`src/rtl/nor_tree_pkg.sv`:
```
// Shared elaboration helpers and stage control typedef for the pipelined NOR/OR reducer.
package nor_tree_pkg;

  // Per-stage control word that travels down the pipe alongside the partial OR vector.
  typedef struct packed {
    logic valid;
    logic pol;
  } stage_ctrl_t;

  // Ceiling log2; returns 0 for n <= 1.
  function automatic int unsigned clog2(input int unsigned n);
    int unsigned r;
    int unsigned v;
    r = 0;
    v = 1;
    while (v < n) begin
      v = v << 1;
      r = r + 1;
    end
    return r;
  endfunction

  // Operand width rounded up to the next power of two; missing leaves are tied to 0.
  function automatic int unsigned pad_width(input int unsigned width);
    return 1 << clog2(width);
  endfunction

  // Number of registered stages; at least one even when no OR levels are needed.
  function automatic int unsigned num_stages(input int unsigned width,
                                             input int unsigned lps);
    int unsigned l;
    l = clog2(width);
    if (l == 0) return 1;
    return (l + lps - 1) / lps;
  endfunction

  // OR levels performed by stage k; the last stage may take fewer than lps.
  function automatic int unsigned stage_levels(input int unsigned width,
                                               input int unsigned lps,
                                               input int unsigned k);
    int unsigned l;
    int unsigned done;
    int unsigned rem;
    l    = clog2(width);
    done = k * lps;
    if (done >= l) return 0;
    rem = l - done;
    return (rem < lps) ? rem : lps;
  endfunction

  // Per-channel vector width entering stage k.
  function automatic int unsigned stage_in_width(input int unsigned width,
                                                 input int unsigned lps,
                                                 input int unsigned k);
    return pad_width(width) >> (k * lps);
  endfunction

endpackage

```
`src/rtl/nor_tree_stage.sv`:
```
// One registered slice of the OR tree: LEVELS pairwise OR levels per channel followed by a
// valid/ready register that carries the reduced vector and the transaction's polarity bit.
module nor_tree_stage
  import nor_tree_pkg::*;
#(
  parameter int unsigned IN_WIDTH  = 4,
  parameter int unsigned LEVELS    = 2,
  parameter int unsigned CHANNELS  = 1,
  localparam int unsigned OUT_WIDTH = IN_WIDTH >> LEVELS
) (
  input  logic                          ck,
  input  logic                          rst,
  input  logic                          up_valid,
  output logic                          up_ready,
  input  logic                          up_pol,
  input  logic [CHANNELS*IN_WIDTH-1:0]  up_data,
  output logic                          dn_valid,
  input  logic                          dn_ready,
  output logic                          dn_pol,
  output logic [CHANNELS*OUT_WIDTH-1:0] dn_data
);

  logic [CHANNELS*OUT_WIDTH-1:0] reduced;
  stage_ctrl_t                   ctrl_q, ctrl_d;
  logic [CHANNELS*OUT_WIDTH-1:0] data_q, data_d;
  logic                          load;

  // Each level halves the vector; every level gets its own exactly-sized net.
  for (genvar c = 0; c < CHANNELS; c++) begin : g_ch
    for (genvar lv = 0; lv <= LEVELS; lv++) begin : g_lv
      logic [(IN_WIDTH >> lv)-1:0] v;
      if (lv == 0) begin : g_leaf
        assign v = up_data[c*IN_WIDTH +: IN_WIDTH];
      end else begin : g_pair
        for (genvar j = 0; j < (IN_WIDTH >> lv); j++) begin : g_or
          assign v[j] = g_lv[lv-1].v[2*j] | g_lv[lv-1].v[2*j+1];
        end
      end
    end
    assign reduced[c*OUT_WIDTH +: OUT_WIDTH] = g_lv[LEVELS].v;
  end

  // The slot is free when empty or when its current content leaves this cycle.
  assign up_ready = ~ctrl_q.valid | dn_ready;
  assign load     = up_valid & up_ready;

  // Next state: capture on a transfer in, otherwise empty the slot once downstream takes it.
  always_comb begin
    ctrl_d = ctrl_q;
    data_d = data_q;
    if (load) begin
      ctrl_d.valid = 1'b1;
      ctrl_d.pol   = up_pol;
      data_d       = reduced;
    end else if (dn_ready) begin
      ctrl_d.valid = 1'b0;
    end
  end

  // Stage register with synchronous reset of both control and data.
  always_ff @(posedge ck) begin
    if (rst) begin
      ctrl_q <= '0;
      data_q <= '0;
    end else begin
      ctrl_q <= ctrl_d;
      data_q <= data_d;
    end
  end

  assign dn_valid = ctrl_q.valid;
  assign dn_pol   = ctrl_q.pol;
  assign dn_data  = data_q;

endmodule

```
`src/rtl/nor_tree_pipe.sv`:
```
// Pipelined wide NOR/OR reducer: CHANNELS lanes of WIDTH bits each, reduced through a chain of
// registered OR-tree stages sharing one valid/ready handshake. pol selects NOR (0) or OR (1).
module nor_tree_pipe
  import nor_tree_pkg::*;
#(
  parameter int unsigned WIDTH            = 8,
  parameter int unsigned CHANNELS         = 1,
  parameter int unsigned LEVELS_PER_STAGE = 2
) (
  input  logic                      ck,
  input  logic                      rst,
  input  logic                      in_valid,
  output logic                      in_ready,
  input  logic [CHANNELS*WIDTH-1:0] i,
  input  logic                      pol,
  output logic                      out_valid,
  input  logic                      out_ready,
  output logic [CHANNELS-1:0]       nq
);

  localparam int unsigned PadWidth  = pad_width(WIDTH);
  localparam int unsigned NumStages = num_stages(WIDTH, LEVELS_PER_STAGE);
  localparam int unsigned Last      = NumStages - 1;

  // Handshake chain: index k is the boundary feeding stage k; index NumStages is the output.
  logic [NumStages:0] valid_chain;
  logic [NumStages:0] ready_chain;
  logic [NumStages:0] pol_chain;

  logic [CHANNELS*PadWidth-1:0] padded;
  logic [CHANNELS-1:0]          tail_or;

  // Zero-pad each lane up to a power of two; 0 leaves the OR result unchanged.
  always_comb begin
    padded = '0;
    for (int c = 0; c < CHANNELS; c++) begin
      padded[c*PadWidth +: WIDTH] = i[c*WIDTH +: WIDTH];
    end
  end

  assign valid_chain[0]         = in_valid;
  assign pol_chain[0]           = pol;
  assign ready_chain[NumStages] = out_ready;

  for (genvar k = 0; k < NumStages; k++) begin : g_stage
    localparam int unsigned InW  = stage_in_width(WIDTH, LEVELS_PER_STAGE, k);
    localparam int unsigned Lv   = stage_levels(WIDTH, LEVELS_PER_STAGE, k);
    localparam int unsigned OutW = InW >> Lv;

    logic [CHANNELS*InW-1:0]  up_data;
    logic [CHANNELS*OutW-1:0] dn_data;

    if (k == 0) begin : g_head
      assign up_data = padded;
    end else begin : g_body
      assign up_data = g_stage[k-1].dn_data;
    end

    nor_tree_stage #(
      .IN_WIDTH (InW),
      .LEVELS   (Lv),
      .CHANNELS (CHANNELS)
    ) u_stage (
      .ck       (ck),
      .rst      (rst),
      .up_valid (valid_chain[k]),
      .up_ready (ready_chain[k]),
      .up_pol   (pol_chain[k]),
      .up_data  (up_data),
      .dn_valid (valid_chain[k+1]),
      .dn_ready (ready_chain[k+1]),
      .dn_pol   (pol_chain[k+1]),
      .dn_data  (dn_data)
    );
  end

  assign tail_or   = g_stage[Last].dn_data;
  assign out_valid = valid_chain[NumStages];
  // Reads 1 during reset even if the pipe was full; the reset itself blocks the capture.
  assign in_ready  = rst | ready_chain[0];

  // Final polarity: nq = ~(or ^ pol), forced to 0 whenever no result is presented.
  always_comb begin
    nq = '0;
    if (out_valid) begin
      nq = ~(tail_or ^ {CHANNELS{pol_chain[NumStages]}});
    end
  end

endmodule

```
`config.mk`:
```
export PLATFORM = sky130hd
export DESIGN_NAME = nor_tree_pipe
export DESIGN_NICKNAME = d
export VERILOG_FILES = /design/src/rtl/nor_tree_pkg.sv /design/src/rtl/nor_tree_stage.sv /design/src/rtl/nor_tree_pipe.sv
export SDC_FILE = /design/constraint.sdc
export NUM_CORES = 1
export LEC_CHECK = 0
export CORE_AREA = 8 8 45 47
export CTS_CLUSTER_DIAMETER = 40
export DETAILED_ROUTE_END_ITERATION = 8
export DIE_AREA = 0 0 53 55
export HOLD_SLACK_MARGIN = 0.1
export MAX_ROUTING_LAYER = met4
export PLACE_DENSITY = 0.53
export REMOVE_ABC_BUFFERS = 1
export SYNTH_ARGS = -nofsm -noshare
export SYNTH_HDL_FRONTEND = slang
export SYNTH_SLANG_ARGS = --single-unit
```
`constraint.sdc`:
```
create_clock -name ck -period 1.2 [get_ports ck]
set_input_delay 0.24 -clock ck [delete_from_list [all_inputs] [get_ports ck]]
set_output_delay 0.24 -clock ck [all_outputs]
set_load 0.005 [all_outputs]
```
* Word-level counts from Yosys, hierarchy flattened *
Index checks and enable logic that the tools add are counted.

operators by class
  add/subtract/negate cells = 0
  $mul = 0
  divide/modulo/power cells = 0
  magnitude comparators = 0
  equality and inequality tests = 0
  shift operators = 0
  mux-type cells = 5
  bitwise operators = 16
  reduce and logical (&&, ||, !) cells = 2

operator list
  kind                count
  $or A1 B1 Y1        10
  $mux W1             5
  $reduce_bool A2 Y1  2
  $not A1 Y1          3
  $and A1 B1 Y1       2
  $xor A1 B1 Y1       1

storage, ports and cells
  bits in registers = 7
  bits in latches = 0
  RAM bits = 0
  ROM bits = 0
  input port bits = 13
  memories = 0

* Logic depth before layout (Yosys ltp) *
Gate-level depths: netlist (run 1).

  depth in word-level cells = 5
  gate-level depth with buffers = 3

* Modules after synthesis *
Synthesis (run 1) repeated with hierarchy kept, for this count alone.

second synthesis, totals
  cells, all modules = 33
  area total of the unflattened synthesis = 315.3 um^2

modules (own cells, without submodules)
  module                                instances  cells an instance  area an instance (um^2)
  nor_tree_stage at g_stage[0].u_stage  1          18                 166.4
  nor_tree_stage at g_stage[1].u_stage  1          12                 127.6
  nor_tree_pipe                         1          3                  21.3

* Least setup slack after synthesis (run 1) *
No wires, ideal clock.

  path type = reg-to-output
  start = register g_stage[0].u_stage.ctrl_q, in the netlist g_stage[0].u_stage.dn_valid
  end = output port in_ready
  arrival = 0.813 ns
  data required time = 0.960 ns
  slack = 0.147 ns
  cell stages (with the launch flop) = 3
  buffers on the path = 0
  cells stage by stage = dfxtp_1 > nand3b_2 > or2_2

between the ends
  word-level cells in the longest chain between the ends = 3

ends and longest elaborated chain
  item                    RTL line              text
  start, declared         nor_tree_stage.sv:24  stage_ctrl_t ctrl_q, ctrl_d;
  start signal, assigned  nor_tree_stage.sv:66  ctrl_q <= ctrl_d;
  $not A1 Y1              nor_tree_stage.sv:44  assign up_ready = ~ctrl_q.valid | dn_ready;
  $or A1 B1 Y1            nor_tree_stage.sv:44
  $or A1 B1 Y1            nor_tree_pipe.sv:80   assign in_ready = rst | ready_chain[0];
  end, declared           nor_tree_pipe.sv:13   output logic in_ready,

No other way between the ends.

* Worst setup path in the final report (run 1) *
Same ends and word-level chain as after synthesis.

==> run metrics, run 1 <==
status=complete, but fails checks; failing checks=negative setup slack; initial antenna violation count=0; Pwr per Cell Area=approximately 1000 mW/mm^2; Clock Power Share=0.364; Worst Max-Slew Pin Slew=roughly 0.37 ns; Synth Instances=33; Worst Path Arrival=slightly above 1 ns; Final Critical Period=between 1 and 1.5 ns; LEAKAGE=roughly 0.25 nW; vias per cell=between 4 and 5; worst path bufs/invs=1; wire length per cell=between 10 and 15 microns; RD Place Congestion=a little under 0.7; overall global routing resource usage=0.06953; pin count of the biggest net entering global routing=9; Comb power frac=0.185; Synth Area per Inst=9.517 sq um; switching component of the power=0.0001248 W; Nets=73; Netlist Area Pre-Place=about 310 sq um; fin. max-slew vios=0; Ports=16; Synth top area share=0.4462; top area cells in the synthesized netlist=dfxtp_1, a21oi_1, a211oi_2; register clock-pin slew on the reported worst setup and hold paths=roughly 0.05 ns; Int Pwr=0.0004465 W; Seq/Total Area, Yosys=0.4462; DRC=0; EDFF count, synth=0; Post-synth top cells=dfxtp_1, a21oi_1; share of post-route cells with drive strength above 1=0.3729; Clock Path Buffers=2; Iteration-0 DRC Markers=2; Synth cell types=18; Hold Path Class=in -> reg; Die H=approximately 55 microns; CP Cell Sequence=nand3b_4 -> or2_4 -> buf_6; PortBufs=15; # Max-Cap Violations=0; Slew headroom=0.7498; Yosys top cell by area=dfxtp_1; Starting Density=0.2269; Ys Warns=0; final setup TNS=-0.04960 ns; CTS tree=yes; CP max stage delay=0.35 ns; placed insts=70; CP Data Required Time=~0.96 ns; CTS Hold Bufs=0; Cell Rows=14; htree depth=1; vias in the first global route=340; drt pass-1 iters=2; Fin. Hold Viols=0; routed via count=between 300 and 400; n_diodes=0; CP Capture Type=output port; HPWL after detailed placement=~660 microns; post-route ant nets=0; top_reg_cell synth=dfxtp_1; Die W=53 microns; maximum vdd drop=0.4621 mV; design area=between 500 and 600 sq um; Layout Cells excl Fill=75; CTS Root Cell=clkbuf_4; startpoint types=flip-flop; clock latency on the worst-skew pair=around 0.25 ns; maximum fanout along the worst path=2; most frequent cell after synthesis=dfxtp_1; Die ar.=between 0.002 and 0.003 sq mm; Achievable Freq=~800 MHz; Core Box Area=about 0.0014 sq mm; clock buffer count from CTS=3; Seq pwr share=0.452; Crit path max-delay family=flip-flops; placed instance area=533.0 sq um; Area growth syn-to-layout=83.67%; clock skew after layout=0.005293 ns; first-pass GRT wire length=around 1400 microns; RSZ-0062 raised after global routing=true; Post-Route Utilization=0.4168; Worst path slowest cell=dfxtp_2; Sw Share=0.2185; Sinks on Clock Net=7; WL final=819 microns; final worst-path cycle share=1.041; setup ws final=-0.04960 ns; Synth Register Bits=7; global route overflow=0; crit path kind=reg -> out; final setup fails=1; Post-synth ARST share=0
[tightest hold or removal path: stages]
cell,delay [ns]
dlygate4sd2_1,0.22
buf_4,0.17
a21oi_1,0.05
[power by group through the flow]
| stage | logic (W) | clock network (W) | registers, W |
|---|---|---|---|
| final | 0.000106 | 0.000208 | 0.000258 |
| after global routing | 0.000118 | 0.000246 | 0.000259 |
| after detailed placement | 0.000109 | 0 | 0.000260 |
| after floorplan | 0.0000330 | 0 | 0.000261 |
| after global placement | 0.000108 | 0 | 0.000261 |
| after CTS | 0.000107 | 0.000220 | 0.000258 |
[through the flow]
stage | total power [W] | setup WS (ns) | hold WS [ns]
after CTS | 0.0005845 | -0.06010 | 0.4495
after global routing | 0.0006229 | -0.09495 | 0.4849
final | 0.0005714 | -0.04960 | 0.4633
after detailed placement | 0.0003696 | -0.6342 | 0.4630
after floorplan | 0.0002941 | 0.1474 | 0.3046
after global placement | 0.0003691 | -0.6074 | 0.4650
[routing by layer]
metal / up-vias / GRT usage / routed length, microns
met2: 7 / 0.1074 / 391
met4: 0 / 0.01293 / 0
li1: 172 / - / -
met5: - / - / 0
met1: 148 / 0.07066 / 375
met3: 0 / 0.05080 / 52
[path summary, 6_finish.rpt]
path / startpoint / end / slack (ns) / depth (start not counted)
worst max-delay path: g_stage[0].u_stage.dn_valid / in_ready / -0.05 / 3
worst min-delay path: rst / g_stage[0].u_stage.dn_valid / 0.46 / 3
worst max register to register: g_stage[0].u_stage.dn_valid / g_stage[0].u_stage.dn_data[0] / 0.09 / 5
worst min register to register: g_stage[0].u_stage.dn_pol / g_stage[1].u_stage.dn_pol / 0.47 / 2
[cells by family after synthesis]
logic type,synth area share
XOR/XNOR,0.02789
buffers and inverters,0.03585
AND/OR/NAND/NOR,0.2390
flip-flops,0.4462
AO/OA/AOI/OAI,0.2510
[final cells by class]
class	count	area (sq um)
well taps	16	20.02
flip-flops and latches	7	145.1
inverters	2	7.507
fillers	150	807.0
repair buffers	23	203.9
clock buffers	4	26.28
multi-input cells	23	173.9
[repair_timing]
action,in CTS,in global routing
pin swaps,1,1
setup buffers,1,0
resized for setup,17,2
hold endpoints to repair,0,0
setup endpoints to repair,5,2
cloned,0,0
[flip-flops by register name, indices dropped and copies added, names as in the netlist]
name and flops:
g_stage.u_stage.dn_data 3, g_stage.u_stage.dn_pol 2, g_stage.u_stage.dn_valid 2
[cells in the final DEF (no fill, tap or decap)]
cell	n
a211oi_2	2
a21bo_1	1
a21oi_1	6
a311oi_1	1
and2_1	1
and2_4	1
buf_2	1
buf_4	8
buf_6	1
clkbuf_1	1
clkbuf_4	3
clkdlybuf4s15_1	1
clkdlybuf4s50_1	10
dfxtp_1	3
dfxtp_2	4
dlygate4sd2_1	2
inv_1	2
nand2b_1	2
nand3_1	1
nand3b_4	1
nand4b_1	1
nor2_1	1
nor4_1	2
o21ai_1	1
or2_4	1
xnor2_1	1
Note: power is estimated with default switching activity, not from simulation.
==> inputs of run 2 (changes only) <==
--- a/config.mk
+++ b/config.mk
@@ -6,7 +6,6 @@
 export NUM_CORES = 1
 export LEC_CHECK = 0
 export CORE_AREA = 8 8 45 47
-export CTS_CLUSTER_DIAMETER = 40
 export DETAILED_ROUTE_END_ITERATION = 8
 export DIE_AREA = 0 0 53 55
 export HOLD_SLACK_MARGIN = 0.1
==> results of run 2 <==
The final DEF is identical to that of run 1; final timing and power are the same.
